$ cat config.mk
export PLATFORM = sky130hd
export DESIGN_NAME = dot_mac_acc
export DESIGN_NICKNAME = d
export VERILOG_FILES = /design/src/rtl/dot_mac_acc.sv
export SDC_FILE = /design/constraint.sdc
export NUM_CORES = 2
export LEC_CHECK = 0
export BUFFER_PORTS_ARGS = -buffer_cell sky130_fd_sc_hd__clkbuf_2
export CORE_MARGIN = 5
export CORE_UTILIZATION = 50
export CTS_CLUSTER_SIZE = 24
export DETAILED_ROUTE_END_ITERATION = 16
export PLACE_DENSITY = 0.67
export SYNTH_ARGS = -nofsm -noshare
export SYNTH_HDL_FRONTEND = slang
export SYNTH_SLANG_ARGS = --single-unit
$ cat constraint.sdc
create_clock -name clk -period 14.2 [get_ports clk]
set_input_delay 1.42 -clock clk [delete_from_list [all_inputs] [get_ports clk]]
set_output_delay 1.42 -clock clk [all_outputs]
set_load 0.01 [all_outputs]
$ cat src/rtl/dot_mac_acc.sv
// dot_mac_acc: LANES-wide multiply, registered adder tree, framed accumulate.
// Ports:
//   clk, rst                 clock, async active-high reset
//   in_valid/in_ready        input beat handshake
//   a_vec, b_vec             packed lane operands (lane i at i*DATA_WIDTH)
//   signed_mode, first, last per-beat mode and vector framing
//   out_valid/out_ready      result handshake
//   out_data/out_ovf/out_beats  dot product, sticky overflow, beat count
// Config: define DOT_MAC_SAT_EN to saturate instead of wrapping on overflow.
module dot_mac_acc #(
  parameter int DATA_WIDTH = 8,
  parameter int LANES      = 4,
  parameter int ACC_WIDTH  = 32
) (
  input  logic                        clk,
  input  logic                        rst,
  input  logic                        in_valid,
  output logic                        in_ready,
  input  logic [LANES*DATA_WIDTH-1:0] a_vec,
  input  logic [LANES*DATA_WIDTH-1:0] b_vec,
  input  logic                        signed_mode,
  input  logic                        first,
  input  logic                        last,
  output logic                        out_valid,
  input  logic                        out_ready,
  output logic [ACC_WIDTH-1:0]        out_data,
  output logic                        out_ovf,
  output logic [15:0]                 out_beats
);

  localparam int PW = 2 * DATA_WIDTH;
  localparam int SW = PW + $clog2(LANES);
  localparam int VW = LANES * DATA_WIDTH;

  localparam logic [ACC_WIDTH-1:0] SMAX =
    {1'b0, {(ACC_WIDTH-1){1'b1}}};
  localparam logic [ACC_WIDTH-1:0] SMIN =
    {1'b1, {(ACC_WIDTH-1){1'b0}}};

  logic stall;

  // capture stage
  logic          v0, m0, f0, l0;
  logic [VW-1:0] a0, b0;

  // multiply stage
  logic                    v1, m1, f1, l1;
  logic [LANES-1:0][PW-1:0] p1;
  logic [LANES-1:0][PW-1:0] prod;

  // tree stage
  logic                 v2, m2, f2, l2;
  logic [ACC_WIDTH-1:0] sum2;
  logic [SW-1:0]        tsum;
  logic [ACC_WIDTH-1:0] text;

  // accumulate stage
  logic [ACC_WIDTH-1:0] acc;
  logic                 ovf;
  logic [15:0]          beats;
  logic [ACC_WIDTH-1:0] base;
  logic [ACC_WIDTH-1:0] nsum;
  logic [ACC_WIDTH-1:0] nacc;
  logic                 carry;
  logic                 wovf;
  logic                 nov;
  logic [15:0]          nbeats;

  assign stall    = out_valid && !out_ready;
  assign in_ready = !stall;

  always_ff @(posedge clk or posedge rst) begin
    if (rst) begin
      v0 <= 1'b0;
      m0 <= 1'b0;
      f0 <= 1'b0;
      l0 <= 1'b0;
      a0 <= '0;
      b0 <= '0;
    end else if (!stall) begin
      v0 <= in_valid;
      m0 <= signed_mode;
      f0 <= first;
      l0 <= last;
      a0 <= a_vec;
      b0 <= b_vec;
    end
  end

  always_comb begin
    logic [PW-1:0] ax;
    logic [PW-1:0] bx;
    prod = '0;
    for (int i = 0; i < LANES; i++) begin
      ax = {{DATA_WIDTH{m0 & a0[i*DATA_WIDTH+DATA_WIDTH-1]}},
            a0[i*DATA_WIDTH +: DATA_WIDTH]};
      bx = {{DATA_WIDTH{m0 & b0[i*DATA_WIDTH+DATA_WIDTH-1]}},
            b0[i*DATA_WIDTH +: DATA_WIDTH]};
      prod[i] = ax * bx;
    end
  end

  always_ff @(posedge clk or posedge rst) begin
    if (rst) begin
      v1 <= 1'b0;
      m1 <= 1'b0;
      f1 <= 1'b0;
      l1 <= 1'b0;
      p1 <= '0;
    end else if (!stall) begin
      v1 <= v0;
      m1 <= m0;
      f1 <= f0;
      l1 <= l0;
      p1 <= prod;
    end
  end

  always_comb begin
    tsum = '0;
    for (int i = 0; i < LANES; i++) begin
      tsum = tsum + {{(SW-PW){m1 & p1[i][PW-1]}}, p1[i]};
    end
    text = ACC_WIDTH'(tsum);
    for (int k = SW; k < ACC_WIDTH; k++) begin
      text[k] = m1 & tsum[SW-1];
    end
  end

  always_ff @(posedge clk or posedge rst) begin
    if (rst) begin
      v2   <= 1'b0;
      m2   <= 1'b0;
      f2   <= 1'b0;
      l2   <= 1'b0;
      sum2 <= '0;
    end else if (!stall) begin
      v2   <= v1;
      m2   <= m1;
      f2   <= f1;
      l2   <= l1;
      sum2 <= text;
    end
  end

  // A first beat adds onto zero, so it can never overflow.
  always_comb begin
    base = f2 ? '0 : acc;
    {carry, nsum} = {1'b0, base} + {1'b0, sum2};
    if (m2) begin
      wovf = (base[ACC_WIDTH-1] == sum2[ACC_WIDTH-1]) &&
             (nsum[ACC_WIDTH-1] != base[ACC_WIDTH-1]);
    end else begin
      wovf = carry;
    end
`ifdef DOT_MAC_SAT_EN
    // once clamped, the value is frozen until the vector closes
    if (!f2 && ovf) begin
      nacc = acc;
    end else if (wovf) begin
      if (m2) begin
        nacc = base[ACC_WIDTH-1] ? SMIN : SMAX;
      end else begin
        nacc = '1;
      end
    end else begin
      nacc = nsum;
    end
`else
    nacc = nsum;
`endif
    nov = (!f2 && ovf) || wovf;
    if (f2) begin
      nbeats = 16'd1;
    end else if (beats == 16'hFFFF) begin
      nbeats = beats;
    end else begin
      nbeats = beats + 16'd1;
    end
  end

  always_ff @(posedge clk or posedge rst) begin
    if (rst) begin
      acc       <= '0;
      ovf       <= 1'b0;
      beats     <= '0;
      out_valid <= 1'b0;
      out_data  <= '0;
      out_ovf   <= 1'b0;
      out_beats <= '0;
    end else if (!stall) begin
      out_valid <= v2 && l2;
      if (v2 && l2) begin
        out_data  <= nacc;
        out_ovf   <= nov;
        out_beats <= nbeats;
        acc       <= '0;
        ovf       <= 1'b0;
        beats     <= '0;
      end else if (v2) begin
        acc   <= nacc;
        ovf   <= nov;
        beats <= nbeats;
      end
    end
  end

`ifndef SYNTHESIS
  localparam logic [31:0] LANES_U = LANES;
  initial begin
    assert (LANES >= 2 && (LANES_U & (LANES_U - 1)) == 0);
    assert (ACC_WIDTH >= SW);
  end
`endif

endmodule

* Yosys cells after proc, flatten, opt, wreduce, memory -nomap -nowiden
Index checks and enable logic that the tools add are counted.
** Cells by class
- Add/subtract/negate cells :: 5
- Multipliers :: 4
- Eq/ne operators :: 3
- Muxes and demuxes :: 10
- Bitwise logic cells :: 14
- Reduce and logical (&&, ||, !) cells :: 11
** Operator list (count)
- 32-bit two-way mux :: 3
- 9-bit by 9-bit multiplier with 16-bit output :: 4
- 16-bit two-way mux :: 4
- 18-bit adder :: 2
- 32-bit by 32-bit adder with 33-bit output :: 1
- 17-bit by 17-bit adder with 18-bit output :: 1
- 16-bit by 1-bit adder with 16-bit output (second input constant) :: 1
- 16-bit equality test (second input constant) :: 1
- 1-bit bitwise AND :: 13
- 1-bit logical AND :: 4
- 2-bit AND reduction :: 2
- 1-bit logical NOT :: 3
- 1-bit two-way mux :: 3
- 2-bit nonzero test :: 1
- 1-bit equality test :: 1
- 1-bit logical OR :: 1
- 1-bit inequality test :: 1
- 1-bit NOT :: 1
** Word-level totals
- Register bits :: 258
- Input bits :: 71
- Output and inout port bits :: 51

* Depth between registers and ports, before layout
- Word-level depth :: 8
- Mapped depth :: 23
- Depth with buffers taken out :: 22

* Worst setup path before layout
OpenSTA, ideal clock, no wires.
- Kind :: reg2reg
- Start point :: reg m0
- End point :: reg p1[31] (netlist name)
- Setup time :: 0.095 ns
- Data arrival time :: 5.095 ns
- Required time :: 14.105 ns
- Setup slack :: 9.010 ns
- Cell stages (with the launch flop) :: 21
- Path buffers :: 1
- Clock period less this slack :: 5.190 ns
- Cell sequence :: dfrtp_1 > clkbuf_1 > nand2_1 > or2_2 > fa_1 > fa_1 > inv_1 > fa_1 > fa_1 > inv_1 > fa_1 > inv_1 > ha_1 > o21ai_0 > a21boi_0 > o21ai_0 > a21boi_0 > o21ai_0 > a21o_1 > and4_1 > o31ai_1
** On the way
- Cells in the longest elaborated chain, start to end :: 2
** Ends and longest elaborated chain
- start: declaration :: line 43 : logic v0, m0, f0, l0;
- start signal: assignment :: line 82 : m0 <= signed_mode;
- 1-bit bitwise AND (on tied branches) :: line 95, 97
- 9-bit by 9-bit multiplier with 16-bit output * :: line 99 : prod[i] = ax * bx;
- end signal: assignment :: line 115 : p1 <= prod;
- end: declaration :: line 48 : logic [LANES-1:0][PW-1:0] p1;
Mark *: on every way between the ends. The rest lies on a longest branch, timed or not.
A chain may end at the register's enable or synchronous reset.

* Final worst setup path
Same ends and word-level chain as after synthesis.

==> flow_summary.toml <==
[logic_synthesis]
yosysMostFrequentCell = "nand2_1"
synth.area.top_cells = "dfrtp_1 27%, fa_1 24%, ha_1 9.5%"
syn_inst = 2626
syn_nets = 3166
dominantRegCellSynth = "dfrtp_1"
syn_area_um2 = 23900
synth-seq-cells = 258
async_flop_share_pct = 100
synth.top_cell.area_share_pct = 27.0
synth_edf_count = 0
yosysTopAreaCell = "dfrtp_1"
yosysSeqAreaShare_pct = 27.0
synthTopCellsByCount = "603 x nand2_1, 337 x inv_1, 287 x fa_1, 258 x dfrtp_1, 182 x ha_1"
ys_warn_count = 0
syn-mean-instance-area_um2 = 9.10
ys_types = 66

[setup_path]
path_depth = 20
reg2reg_depth = 20
endpoint = "p1[31]"
critical-path-max-stage-delay_ps = 520
critPathMaxFanout = 22
worst_path_most_repeated_cell = "fa_1"
arrival_ps = 6180
worstSetupStartpointType = "register"
crit_required_ps = 14690
r2r_start = "m0"
rr_endpoint = "p1[31]"
reg2reg_slack_ps = 8510
crit_path_start = "m0"
critPathBufInv = 4
cp-end-kind = "register"
critPathSlowestCell = "fa_1"
crit_family = "adder cells"
path_cells = "buf_4, nand2_1, or2_2, fa_1, fa_1, inv_1, fa_1, fa_1, inv_1, fa_1, inv_1, ha_1, o21ai_0, a21boi_0, o21ai_0, a21boi_0, o21ai_0, a21o_1, and4_1, o31ai_1"
worstSetupPathType = "register to register"

[cts]
cts_tree = "built"
cts_setup_buffers = 0
hold_buffers = 0
cts.path.max_buffers = 3
htree_levels = 1
cts_inserted_buffers = 31
clock_latency_ps = 610
cts_resized = 0
root_buffer = "clkbuf_16"
cts.clk_slew.worst_paths_ps = 60
cts.sinks = 258

[run]
maxCapViolCount = 0

[routing]
vias = 17347
drtIter0Drc = 968
viasPerCell = 5.25
wl_per_cell_um = 15.6
dr.pass1.iters = 5
drc = 0
wl_mm = 51.6
final_antenna_net_count = 0

[worst_hold_path]
hold_path_class = "register to register"
min-delay-start = "f0"

[global_routing]
grt_pass1_wl_mm = 89.4
grt_antenna_before_repair = 0
grt_overflow_total = 0
grt.total_usage_pct = 20.1
grt_pass1_vias = 18196
grt_max_degree = 127

[die]
ioPinCount = 122
dieArea_um2 = 52200
rows = 80
fp.dieW_um = 229
initial_core_util_pct = 50.2
design.core.area_um2 = 47500
die_h_um = 229

[place]
finalWeightedCongestion = 0.882
dp_hpwl_mm = 39.4
io_buffer_count = 121

[sta]
max_freq_ghz = 0.176
finalCriticalPeriod_ps = 5690
finalClockSkew_ps = 31.4
hold_viol_final = 0
rsz0062_at_grt = "false"
drv_slew = 0
post-route-period-util_pct = 40.1
slew_headroom_pct = 34.1
setup_tns_ps = 0
tightest_slew_ps = 988
finalSetupViolCount = 0

[cells_and_area]
nets = 3214
area_delta_synth_final_pct = 8.35
drive_gt1_share_pct = 7.80
num_antenna_cells = 0

[run_status]
status = "finished clean"
-- cells by family (layout without fill, tap and decap cells) --
group / after synthesis / in the layout / synth area share, %
AO/OA/AOI/OAI: 327 / 327 / 8.87
XOR/XNOR: 106 / 106 / 3.89
adder cells (fa/ha/maj): 469 / 469 / 33.6
buffers and inverters: 454 / 520 / 7.16
flip-flops: 258 / 258 / 27.0
multiplexers: 12 / 12 / 0.566
AND/OR/NAND/NOR: 1000 / 1000 / 18.9
-- cell type report --
| class | count | area, um2 |
|---|---|---|
| Timing Repair Buffer | 132 | 688 |
| Sequential cell | 258 | 6460 |
| Multi-Input combinational cell | 1914 | 15700 |
| Inverter | 337 | 1280 |
| Fill cell | 4265 | 21700 |
| Clock inverter | 10 | 98.8 |
| Tap cell | 615 | 769 |
| Clock buffer | 41 | 863 |
-- through the flow --
step           hold WS, ps  util, %  area, um2  setup WS [ps]  instances
3_5_place_dp           456     52.4      24900           8570       3256
6_report               464     54.4      25900           8510       3307
3_3_place_gp           457     52.4      24900           8720       3256
5_1_grt                488     54.4      25900           8130       3307
2_1_floorplan          439        -      23900           5680       2626
4_1_cts                468     54.4      25900           8530       3307
-- flip-flops by register name (all words and copies together) (netlist names), 16 cells and up --
signal / flops
p1: 64
a0: 32
acc: 32
b0: 32
out_data: 32
sum2: 19
beats: 16
out_beats: 16
-- layer usage --
metal | global-route usage (%) | wire [um]
met4 | 5.41 | 1440
met2 | 34.2 | 25000
met5 | 0 | 0
met1 | 27.5 | 23000
met3 | 2.78 | 2200
-- layout by cell type (no fill, tap or decap), types with 5 or more instances in the layout --
cell type	count
a211oi_1	7
a21boi_0	11
a21o_1	23
a21oi_1	95
a22o_1	31
a31oi_1	12
and2_1	156
and3_1	11
and4_1	7
buf_4	11
clkbuf_1	5
clkbuf_16	31
clkbuf_2	121
clkbuf_8	5
clkinv_2	5
dfrtp_1	258
fa_1	287
ha_1	182
inv_1	335
mux2_2	8
nand2_1	603
nand2b_1	10
nand3_1	23
nor2_1	93
nor2b_1	44
nor3_1	13
nor3b_1	7
o211ai_1	7
o21a_1	6
o21ai_0	72
o31ai_1	25
or2_2	9
xnor2_1	75
xor2_1	31
-- how the worst min path moves through the flow --
stage / endpoint / cells past startpoint
floorplan: f0 / 2
global placement: f0 / 2
detailed placement: f0 / 2
CTS: f0 / 2
global route: f1 / 2
finish: f0 / 2
-- worst min-delay path: stages (launching register included) --
cell and delay, ps:
dfrtp_1 340, nand2_1 50, nand2_1 50
Power is not shown: default switching activity piles up to over one toggle a cycle in this logic, so the estimate is an artifact.
